--- config.mk ---
export PLATFORM = sky130hd
export DESIGN_NAME = button_debounce
export DESIGN_NICKNAME = d
export VERILOG_FILES = /design/src/rtl/btn_pkg.sv /design/src/rtl/button_channel.sv /design/src/rtl/button_debounce.sv
export SDC_FILE = /design/constraint.sdc
export NUM_CORES = 1
export LEC_CHECK = 0
export BUFFER_PORTS_ARGS = -buffer_cell sky130_fd_sc_hd__buf_2
export CAP_MARGIN = 20
export CORE_MARGIN = 5
export CORE_UTILIZATION = 37
export DETAILED_ROUTE_END_ITERATION = 10
export PLACE_DENSITY = 0.52
export SETUP_SLACK_MARGIN = 0.5
export SKIP_CTS_REPAIR_TIMING = 1
export SYNTH_ARGS = -nofsm -noshare
export SYNTH_HDL_FRONTEND = slang
export SYNTH_SLANG_ARGS = --single-unit
--- constraint.sdc ---
create_clock -name clk -period 27.2 [get_ports clk]
set_clock_uncertainty 0.05 [all_clocks]
set_input_delay 4.08 -clock clk [delete_from_list [all_inputs] [get_ports clk]]
set_output_delay 4.08 -clock clk [all_outputs]
set_load 0.005 [all_outputs]
--- src/rtl/btn_pkg.sv ---
// Shared definitions for the push-button conditioning block: FSM state
// encoding and default timing constants.
package btn_pkg;

    typedef enum logic [1:0] {
        RELEASED    = 2'd0,
        PRESS_CHK   = 2'd1,
        PRESSED     = 2'd2,
        RELEASE_CHK = 2'd3
    } btn_state_t;

    localparam int CNT_W_DEFAULT           = 26;
    localparam int DEBOUNCE_CYCLES_DEFAULT = 1000000;
    localparam int LONG_CYCLES_DEFAULT     = 50000000;
    localparam int REPEAT_CYCLES_DEFAULT   = 10000000;

endpackage

--- src/rtl/button_channel.sv ---
// One button channel: 2-flop synchroniser, debounce FSM, hold timer for
// auto-repeat, and registered level/press/release/repeat outputs.
module button_channel
    import btn_pkg::*;
#(
    parameter int CNT_W           = CNT_W_DEFAULT,
    parameter int DEBOUNCE_CYCLES = DEBOUNCE_CYCLES_DEFAULT,
    parameter int LONG_CYCLES     = LONG_CYCLES_DEFAULT,
    parameter int REPEAT_CYCLES   = REPEAT_CYCLES_DEFAULT
) (
    input  logic clk,
    input  logic rst,
    input  logic btn_raw,
    output logic btn_level,
    output logic btn_press,
    output logic btn_release,
    output logic btn_repeat
);

    localparam logic [CNT_W-1:0] ONE      = CNT_W'(1);
    localparam logic [CNT_W-1:0] DEB_C    = CNT_W'(DEBOUNCE_CYCLES);
    localparam logic [CNT_W-1:0] LONG_C   = CNT_W'(LONG_CYCLES);
    localparam logic [CNT_W-1:0] RELOAD_C = CNT_W'(LONG_CYCLES - REPEAT_CYCLES);
    localparam logic [CNT_W-1:0] CNT_MAX  = '1;
    localparam bit               DEB_ONE  = (DEBOUNCE_CYCLES == 1);

    logic             sync1;
    logic             sync2;
    btn_state_t       state;
    btn_state_t       state_d;
    logic [CNT_W-1:0] deb_cnt;
    logic [CNT_W-1:0] deb_cnt_d;
    logic [CNT_W-1:0] hold_cnt;
    logic [CNT_W-1:0] hold_cnt_d;
    logic             repeat_d;
    logic             level_d;
    logic             press_d;
    logic             release_d;

    always_ff @(posedge clk or posedge rst) begin
        if (rst) begin
            sync1 <= 1'b0;
            sync2 <= 1'b0;
        end else begin
            sync1 <= btn_raw;
            sync2 <= sync1;
        end
    end

    always_ff @(posedge clk or posedge rst) begin
        if (rst) begin
            state    <= RELEASED;
            deb_cnt  <= '0;
            hold_cnt <= '0;
        end else begin
            state    <= state_d;
            deb_cnt  <= deb_cnt_d;
            hold_cnt <= hold_cnt_d;
        end
    end

    always_comb begin
        state_d    = state;
        deb_cnt_d  = deb_cnt;
        hold_cnt_d = hold_cnt;
        repeat_d   = 1'b0;
        case (state)
            RELEASED: begin
                if (sync2) begin
                    state_d   = PRESS_CHK;
                    deb_cnt_d = ONE;
                end
            end
            PRESS_CHK: begin
                if (!sync2) begin
                    state_d   = RELEASED;
                    deb_cnt_d = '0;
                end else if (DEB_ONE || (deb_cnt + ONE) == DEB_C) begin
                    state_d    = PRESSED;
                    deb_cnt_d  = '0;
                    hold_cnt_d = '0;
                end else begin
                    deb_cnt_d = deb_cnt + ONE;
                end
            end
            PRESSED: begin
                if (!sync2) begin
                    state_d   = RELEASE_CHK;
                    deb_cnt_d = ONE;
                end else if ((hold_cnt + ONE) == LONG_C) begin
                    // Reload so the following pulse lands REPEAT_CYCLES later.
                    repeat_d   = 1'b1;
                    hold_cnt_d = RELOAD_C;
                end else if (hold_cnt != CNT_MAX) begin
                    hold_cnt_d = hold_cnt + ONE;
                end
            end
            RELEASE_CHK: begin
                // hold_cnt is left untouched so a release glitch only pauses it.
                if (sync2) begin
                    state_d   = PRESSED;
                    deb_cnt_d = '0;
                end else if (DEB_ONE || (deb_cnt + ONE) == DEB_C) begin
                    state_d   = RELEASED;
                    deb_cnt_d = '0;
                end else begin
                    deb_cnt_d = deb_cnt + ONE;
                end
            end
            default: begin
                state_d   = RELEASED;
                deb_cnt_d = '0;
            end
        endcase
    end

    always_comb begin
        level_d   = (state_d == PRESSED) || (state_d == RELEASE_CHK);
        press_d   = (state == PRESS_CHK) && (state_d == PRESSED);
        release_d = (state == RELEASE_CHK) && (state_d == RELEASED);
    end

    always_ff @(posedge clk or posedge rst) begin
        if (rst) begin
            btn_level   <= 1'b0;
            btn_press   <= 1'b0;
            btn_release <= 1'b0;
            btn_repeat  <= 1'b0;
        end else begin
            btn_level   <= level_d;
            btn_press   <= press_d;
            btn_release <= release_d;
            btn_repeat  <= repeat_d;
        end
    end

endmodule

--- src/rtl/button_debounce.sv ---
// Conditions NUM_BTN raw push-buttons into clean levels plus press, release
// and auto-repeat pulses; each bit is an independent button_channel.
module button_debounce
    import btn_pkg::*;
#(
    parameter int NUM_BTN         = 5,
    parameter int CNT_W           = CNT_W_DEFAULT,
    parameter int DEBOUNCE_CYCLES = DEBOUNCE_CYCLES_DEFAULT,
    parameter int LONG_CYCLES     = LONG_CYCLES_DEFAULT,
    parameter int REPEAT_CYCLES   = REPEAT_CYCLES_DEFAULT
) (
    input  logic               clk,
    input  logic               rst,
    input  logic [NUM_BTN-1:0] btn_raw,
    output logic [NUM_BTN-1:0] btn_level,
    output logic [NUM_BTN-1:0] btn_press,
    output logic [NUM_BTN-1:0] btn_release,
    output logic [NUM_BTN-1:0] btn_repeat
);

    for (genvar i = 0; i < NUM_BTN; i++) begin : g_chan
        button_channel #(
            .CNT_W           (CNT_W),
            .DEBOUNCE_CYCLES (DEBOUNCE_CYCLES),
            .LONG_CYCLES     (LONG_CYCLES),
            .REPEAT_CYCLES   (REPEAT_CYCLES)
        ) u_chan (
            .clk         (clk),
            .rst         (rst),
            .btn_raw     (btn_raw[i]),
            .btn_level   (btn_level[i]),
            .btn_press   (btn_press[i]),
            .btn_release (btn_release[i]),
            .btn_repeat  (btn_repeat[i])
        );
    end

endmodule

# Word-level counts from Yosys, hierarchy flattened
# Index checks and enable logic that the tools add are counted.
[op_classes]
add_sub_neg = 10
eq_ne = 70
mux = 110
reduce_logical = 40
[op_table]
columns = ["operator", "n"]
rows = [
  ["26-bit two-way mux", 50],
  ["26-bit case mux with 4 select lines", 5],
  ["26-bit by 1-bit adder with 26-bit output, second input constant", 10],
  ["26-bit case mux with 2 select lines", 5],
  ["26-bit by 20-bit == test with 1-bit output, second input constant", 5],
  ["26-bit == test, second input constant", 5],
  ["26-bit != test, second input constant", 5],
  ["2-bit two-way mux", 30],
  ["2-bit == test, second input constant", 20],
  ["2-bit by 1-bit != test with 1-bit output, second input constant", 20],
  ["2-bit case mux with 4 select lines", 5],
  ["5-bit AND reduction", 5],
  ["2-bit logical NOT", 10],
  ["1-bit two-way mux", 15],
  ["3-bit by 1-bit != test with 1-bit output, second input constant", 5],
  ["2-bit by 1-bit == test with 1-bit output, second input constant", 5],
  ["1-bit logical AND", 10],
  ["2-bit != test, second input constant", 5],
  ["2-bit AND reduction", 5],
  ["2-bit nonzero test", 5],
  ["1-bit logical OR", 5],
]
[word_totals]
ff_bits = 300
input_bits = 7
out_inout_bits = 20
wordCells = 275

# Depth between registers and ports, before layout
[logic_depth]
word_depth = 7
depth_mapped = 14
depth_no_buf = 10

# Hierarchy
# Synthesis repeated with hierarchy kept, for this count alone.
[unflattened]
cells_unflattened = 2323
area_unflattened_um2 = 19271.0
[modules_own_cells]
columns = ["module", "n_inst", "cells_each", "area_each_um2", "seq_area_each_um2"]
rows = [
  ["button_channel (g_chan[0].u_chan ...)", 4, 465, 3828.7, 1501.4],
  ["button_channel (g_chan[4].u_chan)", 1, 463, 3956.3, 1501.4],
]

# Least setup slack after synthesis
# No wires, ideal clock.
[synth_timing]
path_kind = "flip-flop to output port"
start = "register g_chan[0].u_chan.btn_level"
end = "output btn_level[0]"
t_arrival_ps = 458
required_time_ps = 23070
setup_slack_ps = 22612
path_stages_with_launch = 2
n_path_buf = 1
path_cell_list = "dfrtp_1 buf_4"
[synth_rtl]
columns = ["element", "line_no", "rtl"]
rows = [
  ["start, declared", "button_channel.sv:14", "output logic btn_level,"],
  ["start signal, assigned", "button_channel.sv:130", "btn_level <= level_d;"],
  ["end, declared", "button_debounce.sv:15", "output logic [NUM_BTN-1:0] btn_level,"],
]
# No word-level cell between the ends.

==> impl_metrics.ini <==
[status]
status = completed

[clock_network]
clk_latency_ps = 560
numCtsBuffers = 39
htreeDepth = 2
cts_tree = done
clock-sinks = 300
cts-root-buf = clkbuf_16
clockBufferDepth = 3
cts.clk_slew.worst_paths_ps = 50

[worst_setup_path]
r2r-end = g_chan[3].u_chan.hold_cnt[10]$_DFFE_PP0P_
cp.required_ps = 27720
criticalPathCategory = in2async
critPathCaptureType = async pin
cp_slowest_cell = buf_4
crit_path_max_incr_delay_ps = 850
critPathLaunchType = primary input
crit_path_frequent_cell = buf_4
ff2ff_path_depth = 10
cp.arrival_ps = 7320
startpoint = rst
reg2reg_slack_ps = 22850
crit_chain = buf_2 -> inv_8 -> buf_4 -> buf_4 -> buf_4
worstPathMaxFanout = 102
regToRegStartpoint = g_chan[3].u_chan.deb_cnt[0]$_DFFE_PP0P_

[timing]
grt_setup_unrepaired = false
maxSlewViolCount = 0
slew_headroom_pct = 31.4
period_needed_ps = 6800
hold_viol = 0
hold_slack_ps = 294
totalNegativeSetupSlack_ps = 0
worst_pin_slew_ps = 1030
max_clock_freq_mhz = 147
timing.final.crit_share_pct = 25.0
final-setup-viol-count = 0

[hold_path]
min_path_type = reg2reg
worstHoldPathCells = 0
whs_endpoint = g_chan[1].u_chan.sync2$_DFF_PP0_
hp-start = g_chan[1].u_chan.sync1$_DFF_PP0_

[logic_synthesis]
yosysUniqueCellTypes = 104
synth-edff-count = 0
syn-instance-count = 2440
syn_nets = 2482
async_flop_share_pct = 100
synth_top_cells_by_area = dfrtp_1 37%, o21ai_0 6.6%, nand2_1 5.0%
synth_warnings = 0
synth_top_area_share_pct = 37.2
ys_ff_latch = 300
synth.largest_area_cell = dfrtp_1
synth_area_mm2 = 0.0202
syn_avg_cell_area_um2 = 8.27
synth-main-ff-cell = dfrtp_1
synth_seq_area_share_pct = 37.2

[finish]
most-common-layout-cells = 300 x dfrtp_1, 270 x nand2_1, 264 x o21ai_0, 167 x nor2_1, 127 x nand3_1
fin_nets = 2406
seqCellArea_mm2 = 0.00751
final_util_pct = 40.4
fill_cells = 5447
syn2layout_area_growth_pct = 8.12
diodes = 0
multiInputGateArea_mm2 = 0.0116
final_common_cell = dfrtp_1
drive_gt1_share_pct = 7.49
postLayoutCellArea_mm2 = 0.0218

[drt]
vias_per_cell = 5.85
detail-route-antenna-nets = 0
drc_errors = 0
met1_length_um = 24300
wl_um = 51100
avgRoutedWirePerCell_um = 16.6
wl_met2_um = 24200
vias = 18100
met3_length_um = 1730
drt-pass1-iter-count = 6
drtIter0Drc = 1262
highest-signal-layer = met4

[global_routing]
antenna_found_initial = 0
grt_pass1_wl_um = 86300
grt_usage_pct = 16.7
grt_overflow = 0
grt_max_degree = 103
grt_pass1_vias = 17100

[die]
die_h_um = 243
ioPinCount = 27
die_w_um = 243
core.rowCount = 85
die_area_mm2 = 0.0593
initial_core_util_pct = 37.4
core_region_area_mm2 = 0.0539

[pwr]
powerDensity_mw_per_mm2 = 61.1
max-vdd-ir-drop_mv = 0.0564
finalPower_mw = 1.33
power.leakage_nw = 8.43

[placed_design]
placed_area_mm2 = 0.0205
hpwl_um = 34100
io_buffers = 26
gp_congestion = 0.828

[flow_run]
drv_cap = 0
## cells in the mapped netlist (11+ instances only)
library cell / instances
a21o_1: 11
a21oi_1: 102
a22o_1: 27
a31oi_1: 46
and2_1: 27
and3_1: 70
and4_1: 25
buf_2: 44
buf_4: 23
clkbuf_1: 80
dfrtp_1: 300
ha_1: 35
inv_1: 74
mux2i_1: 33
nand2_1: 270
nand2b_1: 31
nand3_1: 127
nand4_1: 76
nor2_1: 167
nor2b_1: 20
nor3_1: 67
nor3b_1: 11
nor4_1: 35
o211ai_1: 12
o21ai_0: 266
o22ai_1: 16
o31ai_1: 76
o41ai_1: 21
or2_2: 15
or3_1: 35
or4_1: 12
xnor2_1: 45
xor2_1: 24
## state kept, by name, summed over array words and instances, names as in the netlist
| signal | count |
|---|---|
| g_chan.u_chan.btn_release | 5 |
| g_chan.u_chan.deb_cnt | 130 |
| g_chan.u_chan.sync1 | 5 |
| g_chan.u_chan.btn_repeat | 5 |
| g_chan.u_chan.sync2 | 5 |
| g_chan.u_chan.hold_cnt | 130 |
| g_chan.u_chan.btn_press | 5 |
| g_chan.u_chan.btn_level | 5 |
| g_chan.u_chan.state | 10 |
## power breakdown
part	switching, mW	internal (mW)	total, mW
combinational	0.234	0.101	0.335
sequential	0.0231	0.464	0.488
clock	0.200	0.309	0.509
total	0.457	0.874	1.33
## stage by stage
step           instances  worst slack (ps)
6_report            3085             20400
5_1_grt             3085             19680
4_1_cts             3082             20140
3_5_place_dp        3016             19520
3_3_place_gp        3015             19560
2_1_floorplan       2440             14780
## final cells by class
class                      count  share of cell area (%)
clock inverter                 8                   0.413
clock buffer                  58                    5.27
sequential                   300                    34.4
multi-input combinational   1901                    53.1
inverter                      75                    1.33
timing repair buffer          47                    1.46
tap                          696                    3.99
## routing by layer
metal	global-route usage, %	up-vias
met2	27.8	304
met3	2.64	56
met1	23.1	8794
met5	0	-
li1	-	8899
met4	3.70	0
## worst max path at each step
stage                                                            to  depth (start not counted)
after floorplan                g_chan[0].u_chan.btn_level$_DFF_PP0_                          1
after global placement     g_chan[3].u_chan.hold_cnt[6]$_DFFE_PP0P_                          5
after detailed placement  g_chan[3].u_chan.hold_cnt[12]$_DFFE_PP0P_                          5
after CTS                 g_chan[3].u_chan.hold_cnt[10]$_DFFE_PP0P_                          5
after global routing      g_chan[3].u_chan.hold_cnt[10]$_DFFE_PP0P_                          5
final                     g_chan[3].u_chan.hold_cnt[10]$_DFFE_PP0P_                          5
## critical path: cells and delay by family
family	cells	cell delay, ps
buffers and inverters	5	3080
## logic make-up after synthesis
kind of cell               Yosys count  synth area share, %
and+or+nand+nor                   1055                 27.8
AOI/OAI and AO/OA                  704                 22.5
DFF                                300                 37.2
buffers and inverters              239                 5.42
xor gates and xnor gates            69                 3.00
muxes                               38                 1.92
adders and majority gates           35                 2.17
Note: power is estimated with default switching activity, not from simulation.
